--- src/rtl/div_pkg.sv ---
// Shared definitions for the sequential divider: default width, control-strobe
// bit positions used by both the controller FSM and the datapath.
package div_pkg;

  localparam int DIV_W = 8;

  // Control strobe positions within the c0..c7 bundle
  localparam int C_LD_M    = 0;
  localparam int C_LD_Q    = 1;
  localparam int C_SHIFT   = 2;
  localparam int C_SUB     = 3;
  localparam int C_ADD     = 4;
  localparam int C_SET_Q0  = 5;
  localparam int C_OUT_R   = 6;
  localparam int C_OUT_Q   = 7;
  localparam int N_STROBES = 8;

  // Bits needed to hold values 0..limit inclusive
  function automatic int cnt_width(input int limit);
    return (limit < 1) ? 1 : $clog2(limit + 1);
  endfunction

endpackage

--- src/rtl/div_counter.sv ---
// Saturating iteration counter: sync clear, increment, and a terminal-count
// flag that stays asserted once the limit is reached.
module div_counter
  import div_pkg::*;
#(
  parameter int LIMIT = DIV_W
) (
  input  logic clk,
  input  logic rst,
  input  logic clr,
  input  logic inc,
  output logic done
);

  localparam int CW = cnt_width(LIMIT);
  localparam logic [CW-1:0] LIMIT_C = CW'(LIMIT);

  logic [CW-1:0] cnt_q, cnt_d;
  logic          at_limit;

  assign at_limit = (cnt_q == LIMIT_C);

  always_comb begin
    cnt_d = cnt_q;
    if (clr) begin
      cnt_d = '0;
    end else if (inc && !at_limit) begin
      cnt_d = cnt_q + 1'b1;
    end
  end

  always_ff @(posedge clk) begin
    if (rst) begin
      cnt_q <= '0;
    end else begin
      cnt_q <= cnt_d;
    end
  end

  assign done = at_limit;

endmodule

--- src/rtl/div_datapath.sv ---
// Restoring-divider datapath: holds divisor M, partial remainder A and
// dividend/quotient Q, executes controller strobes and reports FSM status.
module div_datapath
  import div_pkg::*;
#(
  parameter int W = DIV_W
) (
  input  logic         clk,
  input  logic         rst,
  input  logic [W-1:0] inbus,
  input  logic         c0,
  input  logic         c1,
  input  logic         c2,
  input  logic         c3,
  input  logic         c4,
  input  logic         c5,
  input  logic         c6,
  input  logic         c7,
  output logic [W-1:0] outbus,
  output logic         out_valid,
  output logic         cnt_done,
  output logic         q0,
  output logic         a7
);

  logic [N_STROBES-1:0] ctrl;

  logic [W-1:0] m_q, m_d;
  logic [W-1:0] q_q, q_d;
  logic [W:0]   a_q, a_d;
  logic [W-1:0] outbus_q, outbus_d;
  logic         out_valid_q, out_valid_d;

  logic [W:0]   m_ext;
  logic [W:0]   a_sub;
  logic [W:0]   a_add;
  logic [W:0]   a_shl;

  assign ctrl = {c7, c6, c5, c4, c3, c2, c1, c0};

  // A is one bit wider than M so the sign of a trial subtraction lands in A[W]
  assign m_ext = {1'b0, m_q};
  assign a_sub = a_q - m_ext;
  assign a_add = a_q + m_ext;
  assign a_shl = {a_q[W-1:0], q_q[W-1]};

  always_comb begin
    m_d = m_q;
    if (ctrl[C_LD_M]) begin
      m_d = inbus;
    end
  end

  always_comb begin
    a_d = a_q;
    if (ctrl[C_LD_Q]) begin
      a_d = '0;
    end else if (ctrl[C_SHIFT]) begin
      a_d = a_shl;
    end else if (ctrl[C_SUB]) begin
      a_d = a_sub;
    end else if (ctrl[C_ADD]) begin
      a_d = a_add;
    end
  end

  // Shift and quotient-bit set may coincide; the set applies after the shift
  always_comb begin
    q_d = q_q;
    if (ctrl[C_LD_Q]) begin
      q_d = inbus;
    end else begin
      if (ctrl[C_SHIFT]) begin
        q_d = {q_q[W-2:0], 1'b0};
      end
      if (ctrl[C_SET_Q0]) begin
        q_d[0] = 1'b1;
      end
    end
  end

  always_comb begin
    outbus_d    = outbus_q;
    out_valid_d = ctrl[C_OUT_Q] | ctrl[C_OUT_R];
    if (ctrl[C_OUT_Q]) begin
      outbus_d = q_q;
    end else if (ctrl[C_OUT_R]) begin
      outbus_d = a_q[W-1:0];
    end
  end

  always_ff @(posedge clk) begin
    if (rst) begin
      m_q         <= '0;
      q_q         <= '0;
      a_q         <= '0;
      outbus_q    <= '0;
      out_valid_q <= 1'b0;
    end else begin
      m_q         <= m_d;
      q_q         <= q_d;
      a_q         <= a_d;
      outbus_q    <= outbus_d;
      out_valid_q <= out_valid_d;
    end
  end

  div_counter #(
    .LIMIT(W)
  ) u_cnt (
    .clk  (clk),
    .rst  (rst),
    .clr  (ctrl[C_LD_Q]),
    .inc  (ctrl[C_SHIFT]),
    .done (cnt_done)
  );

  assign outbus    = outbus_q;
  assign out_valid = out_valid_q;
  assign q0        = q_q[0];
  assign a7        = a_q[W];

endmodule

--- config.mk ---
export PLATFORM = sky130hd
export DESIGN_NAME = div_datapath
export DESIGN_NICKNAME = d
export VERILOG_FILES = /design/src/rtl/div_pkg.sv /design/src/rtl/div_counter.sv /design/src/rtl/div_datapath.sv
export SDC_FILE = /design/constraint.sdc
export NUM_CORES = 1
export LEC_CHECK = 0
export CAP_MARGIN = 20
export CORE_ASPECT_RATIO = 0.9
export CORE_MARGIN = 2
export CORE_UTILIZATION = 35
export CTS_CLUSTER_SIZE = 28
export DETAILED_ROUTE_END_ITERATION = 8
export HOLD_SLACK_MARGIN = 0.1
export PLACE_DENSITY_LB_ADDON = 0.25
export SLEW_MARGIN = 20
export SYNTH_ARGS = -nofsm -noshare
export SYNTH_HDL_FRONTEND = slang
export SYNTH_HIERARCHICAL = 1
export SYNTH_SLANG_ARGS = --single-unit
--- constraint.sdc ---
create_clock -name clk -period 2.4 [get_ports clk]
set_input_delay 0.48 -clock clk [delete_from_list [all_inputs] [get_ports clk]]
set_output_delay 0.48 -clock clk [all_outputs]
set_load 0.03 [all_outputs]
# ---- Word level (Yosys, flattened, before mapping)
# Cells that the tools add are included.
dict set report classes {
  n_addsub 3
  eq_ne 1
  n_mux 8
  bitwise_logic 1
  n_reduce_logical 7
}
# op count
set ops {}
lappend ops {{8-bit two-way mux} 4}
lappend ops {{9-bit two-way mux} 3}
lappend ops {{9-bit by 8-bit adder with 9-bit output} 1}
lappend ops {{9-bit by 8-bit subtractor with 9-bit output} 1}
lappend ops {{3-bit nonzero test} 2}
lappend ops {{4-bit by 1-bit adder with 4-bit output, second input constant} 1}
lappend ops {{4-bit equality test, second input constant} 1}
lappend ops {{2-bit nonzero test} 2}
lappend ops {{2-bit OR reduction} 1}
lappend ops {{1-bit logical AND} 1}
lappend ops {{1-bit zero test} 1}
lappend ops {{1-bit two-way mux} 1}
lappend ops {{1-bit bitwise OR} 1}
dict set report totals {
  regBits 38
  in_bits 18
}

# ---- Logic depth before layout (Yosys ltp)
dict set report depth {
  ltp_word 4
  ltp_mapped 10
  mapped_depth_nobuf 10
}

# ---- By module
# The synthesis kept the hierarchy.
# module n_inst cells_each area_per_inst_um2 seq_area_each_um2
set modules_own_cells {}
lappend modules_own_cells {div_datapath 1 243 2008.2 680.7}
lappend modules_own_cells {div_counter 1 25 224.0 80.1}

# ---- Worst setup path before layout
# Ideal clock, no wire load.
dict set report synth_path {
  path_type {register to register}
  startpoint {register m_q[0]}
  endpoint {register a_q[8]}
  arrival_time_ns 2.169
  t_required_ns 2.321
  slack_ns 0.152
  path_stages_with_launch 11
  synth_period_minus_slack_ns 2.248
  path_cell_list {dfxtp_1 -> inv_1 -> ha_1 -> a21oi_1 -> xnor2_1 -> ha_1 -> and3_1 -> a221o_1 -> nand4_1 -> nand4_1 -> a211oi_2}
}
dict set report synth_via {
  elab_chain_len 4
  word_cells_on_any_way 5
  classes_between {2 x add/sub; 3 x mux}
}
# item line
set synth_rtl {}
lappend synth_rtl {{from (decl)} div_datapath.sv:28} ;# logic [W-1:0] m_q, m_d;
lappend synth_rtl {{from (signal assigned)} div_datapath.sv:100} ;# m_q <= m_d;
lappend synth_rtl {{9-bit by 8-bit adder with 9-bit output} div_datapath.sv:44} ;# assign a_add = a_q + m_ext;
lappend synth_rtl {{9-bit two-way mux} div_datapath.sv:62} ;# end else if (ctrl[C_ADD]) begin
lappend synth_rtl {{9-bit two-way mux *} div_datapath.sv:60} ;# end else if (ctrl[C_SUB]) begin
lappend synth_rtl {{9-bit two-way mux *} div_datapath.sv:58} ;# end else if (ctrl[C_SHIFT]) begin
lappend synth_rtl {{to (signal assigned)} div_datapath.sv:96} ;# a_q <= '0;
lappend synth_rtl {{to (signal assigned)} div_datapath.sv:102} ;# a_q <= a_d;
lappend synth_rtl {{to (decl)} div_datapath.sv:30} ;# logic [W:0] a_q, a_d;
# Every way passes the cells marked *; elsewhere a longest branch is shown, timed or not. The select of a mux whose other input is x is not followed.
# A chain may end at the register's enable or synchronous reset.

# ---- Worst setup path after layout
dict set report layout_path {
  startpoint {register m_q[0]}
  endpoint {register a_q[5]}
}
# Same word-level chain as after synthesis.

==> impl_results.md <==
- Status: finished, final reports clean
- TritonCTS Sinks: 38
- Wirelength per Cell: 13.56 um
- Setup WS post-layout: 150.0 ps
- Commonest cells after routing, fill and taps aside: 58 x nor2_1, 35 x dfxtp_1, 28 x clkdlybuf4s50_1
- Yosys reg bits: 38
- Worst-path clk slew: 80 ps
- Post-layout minimum cycle time: 2250 ps
- Net Sw Frac: 29.11%
- CTS buffer count: 5
- I/O Buffers: 29
- Area after DPL: 0.002730 mm^2
- Critical path type: flop to flop
- # DRC: 0
- Worst EP arrival: 2440 ps
- Top FF cell, synth: dfxtp_1
- Skew-Pair Late Insertion Delay: 290 ps
- Leak pwr: 1.187 nW
- GRT Util Overall: 16.78%
- Hold Path Origin: u_cnt/cnt_q[2]$_SDFFE_PP0P_
- Largest stage delay, worst path: 350 ps
- Share of cells above drive strength 1: 16.93%
- Final nets: 343
- Fin. Hold Viols: 0
- Most common cell after layout, fill and taps aside: nor2_1
- Crit path required time: 2590 ps
- Hold EP: u_cnt/cnt_q[2]$_SDFFE_PP0P_
- I/O Pins: 30
- CP Buf/Inv Count: 2
- TritonCTS clock tree: yes
- Critical-path maximum fanout: 4
- Vert. Die Dim: 79.76 um
- Synth cell types: 46
- Yosys top cell by area: dfxtp_1
- CTS max path bufs: 2
- Hold/Removal Path Class: flop to flop
- Total number of vias: 1971
- Clock share of power: 31.8%
- Largest net degree at the start of global routing: 28
- Top cell type's share of synthesized area: 34.08%
- Worst Tran Pin Value: 584.4 ps
- Root buf cell: clkbuf_8
- Sequential Power Share: 39.2%
- Diode count: 0
- Post-detail-place hpwl: 4134 um
- Worst setup SP type: flop
- Chip Width: 88.18 um
- Hold-fix buffers at CTS: 0
- Crit-path cells: buf_4 -> nor3_1 -> nor2_1 -> xnor2_1 -> ha_1 -> o21a_1 -> buf_4 -> nor2_1 -> a21oi_1 -> mux2i_1 -> o41ai_1
- DR iter-0 viols: 106
- YS warnings: 6
- Placement Setup Slack: -430.9 ps
- Syn Inst Count: 268
- Routed WL: 5422 um
- Die area: 0.007033 mm^2
- Gpl congestion: 0.8402
- Final setup skew: 8.863 ps
- R2R Path Start: m_q[0]$_SDFFE_PP0P_
- Family with the most delay on the worst path: compound AO/OA/AOI/OAI gates
- Initial core utilization: 36.30%
- Synthesized area: 0.002232 mm^2
- Switch Pwr: 0.5185 mW
- DP Cell Count: 392
- Highest clock rate: 444.4 MHz
- Max-cap violations: 0
- Crit end category: flop
- Post-synth EDFFs: 0
- R2R Path End: a_q[5]$_SDFFE_PP0P_
- Slew headroom: 60.92%
- Ys async rst share: 0%
- Final Cycle Share: 93.75%
- Sequential area share after synthesis: 34.08%
- Worst reg2reg setup slack: 150 ps
- Combinational share of power: 29.0%
- Main area contributors after synthesis: dfxtp_1 34%, mux2i_1 11%, nor2_1 9.8%
- Post-Syn Nets: 298
- Internal power: 1.263 mW
- Vias per cell: 4.928
- Layout area overhead: 30.77%
- Worst path slowest cell: ha_1
- First-pass GRT wire length: 9135 um
- Worst reg-to-reg path cell count: 11
- Core Area: 0.006148 mm^2
- Clock H-tree levels: 2
- Finished Layout Cells: 400
- Gr ovfl total: 0
- Fin Setup TNS: 0 ps
- Post-DRT Antenna Nets: 0
- Final instance area: 0.002919 mm^2
- PwrDens: 610.2 mW/mm^2
- Avg Cell Area, Syn: 8.329 um^2
- Initial antenna violation count: 0
- Setup Viol. Count Final: 0
- Drt pass-1 iters: 7
- Worst-case vdd ir drop: 0.3264 mV
- Hold path depth: 2
- Max-slew violation count: 0
- Num rows: 27
- Number of global-route vias before repair: 1864
-- registers in the layout, indices dropped and copies added (netlist names) --
signal and flops:
out_valid 1, q_q 8, outbus 8, m_q 8, u_cnt/cnt_q 4, a_q 9
-- final cells by class --
| cell class | count | area [um^2] |
|---|---|---|
| clock buffer | 6 | 82.58 |
| clock inverter | 1 | 30.03 |
| fill | 624 | 3229 |
| inverter | 11 | 41.29 |
| multi-input combinational | 204 | 1419 |
| sequential | 38 | 767.0 |
| tap | 87 | 108.9 |
| timing repair buffer | 53 | 470.5 |
-- synthesized netlist by cell type, drive strengths merged, types with 3 or more instances --
library cell   n
nor2          59
dfxtp         38
a21oi         30
mux2i         25
ha            11
inv           11
clkbuf        10
xnor2          9
nand2          8
o21ai          7
nor3           6
buf            5
a21boi         4
a31oi          4
nand4          4
a211oi         3
nand3          3
or2            3
-- how the worst max path moves through the flow --
stage / start / end / slack (ps) / depth (start not counted)
floorplan: m_q[0]$_SDFFE_PP0P_ / a_q[8]$_SDFFE_PP0P_ / 150 / 10
global placement: c3 / a_q[7]$_SDFFE_PP0P_ / -390 / 8
detailed placement: c3 / a_q[5]$_SDFFE_PP0P_ / -430 / 8
CTS: m_q[0]$_SDFFE_PP0P_ / a_q[8]$_SDFFE_PP0P_ / 40 / 10
global route: m_q[0]$_SDFFE_PP0P_ / a_q[5]$_SDFFE_PP0P_ / -10 / 11
finish: m_q[0]$_SDFFE_PP0P_ / a_q[5]$_SDFFE_PP0P_ / 150 / 11
-- kinds of logic after synthesis --
logic type | count (synthesis) | synth area share, %
AO/OA/AOI/OAI | 63 | 18.55
buffers and inverters | 26 | 5.157
multiplexers | 25 | 11.21
AND/OR/NAND/NOR | 93 | 19.62
flip-flops | 38 | 34.08
XOR/XNOR | 11 | 4.316
adder cells (fa/ha/maj) | 12 | 7.063
-- worst register-to-register path, stage by stage (launching register included) --
cell and delay (ps):
dfxtp_1 310, buf_4 140, nor3_1 220, nor2_1 80
xnor2_1 140, ha_1 350, o21a_1 230, buf_4 130
nor2_1 70, a21oi_1 60, mux2i_1 140, o41ai_1 290
-- stage by stage --
step | utilization, % | total power, mW | hold slack [ps]
2_1_floorplan | - | 1.021 | 461.9
3_3_place_gp | 44.40 | 1.193 | 488.5
3_5_place_dp | 44.40 | 1.197 | 494.9
4_1_cts | 46.28 | 1.760 | 506.4
5_1_grt | 47.48 | 1.882 | 537.4
6_report | 47.48 | 1.781 | 501.1
-- metal layers --
metal / track usage, % / vias up / routed length (um)
li1: - / 1029 / -
met3: 3.206 / 4 / 131
met4: 3.636 / 0 / 31
met5: 0 / - / 0
met2: 27.82 / 23 / 2519
met1: 22.55 / 915 / 2739
-- timing repair --
action                     CTS  global route
hold endpoints to repair     0             0
buffers inserted             0             1
setup endpoints to repair    6             4
pin swaps                    0             4
gates resized for setup      2            17
-- power groups by stage --
stage | registers [mW] | logic [mW] | clock network, mW
finish | 0.699 | 0.516 | 0.566
global placement | 0.713 | 0.480 | 0
CTS | 0.698 | 0.488 | 0.574
detailed placement | 0.713 | 0.484 | 0
floorplan | 0.718 | 0.303 | 0
global route | 0.704 | 0.575 | 0.604
Power figures use the tool's default switching activity.
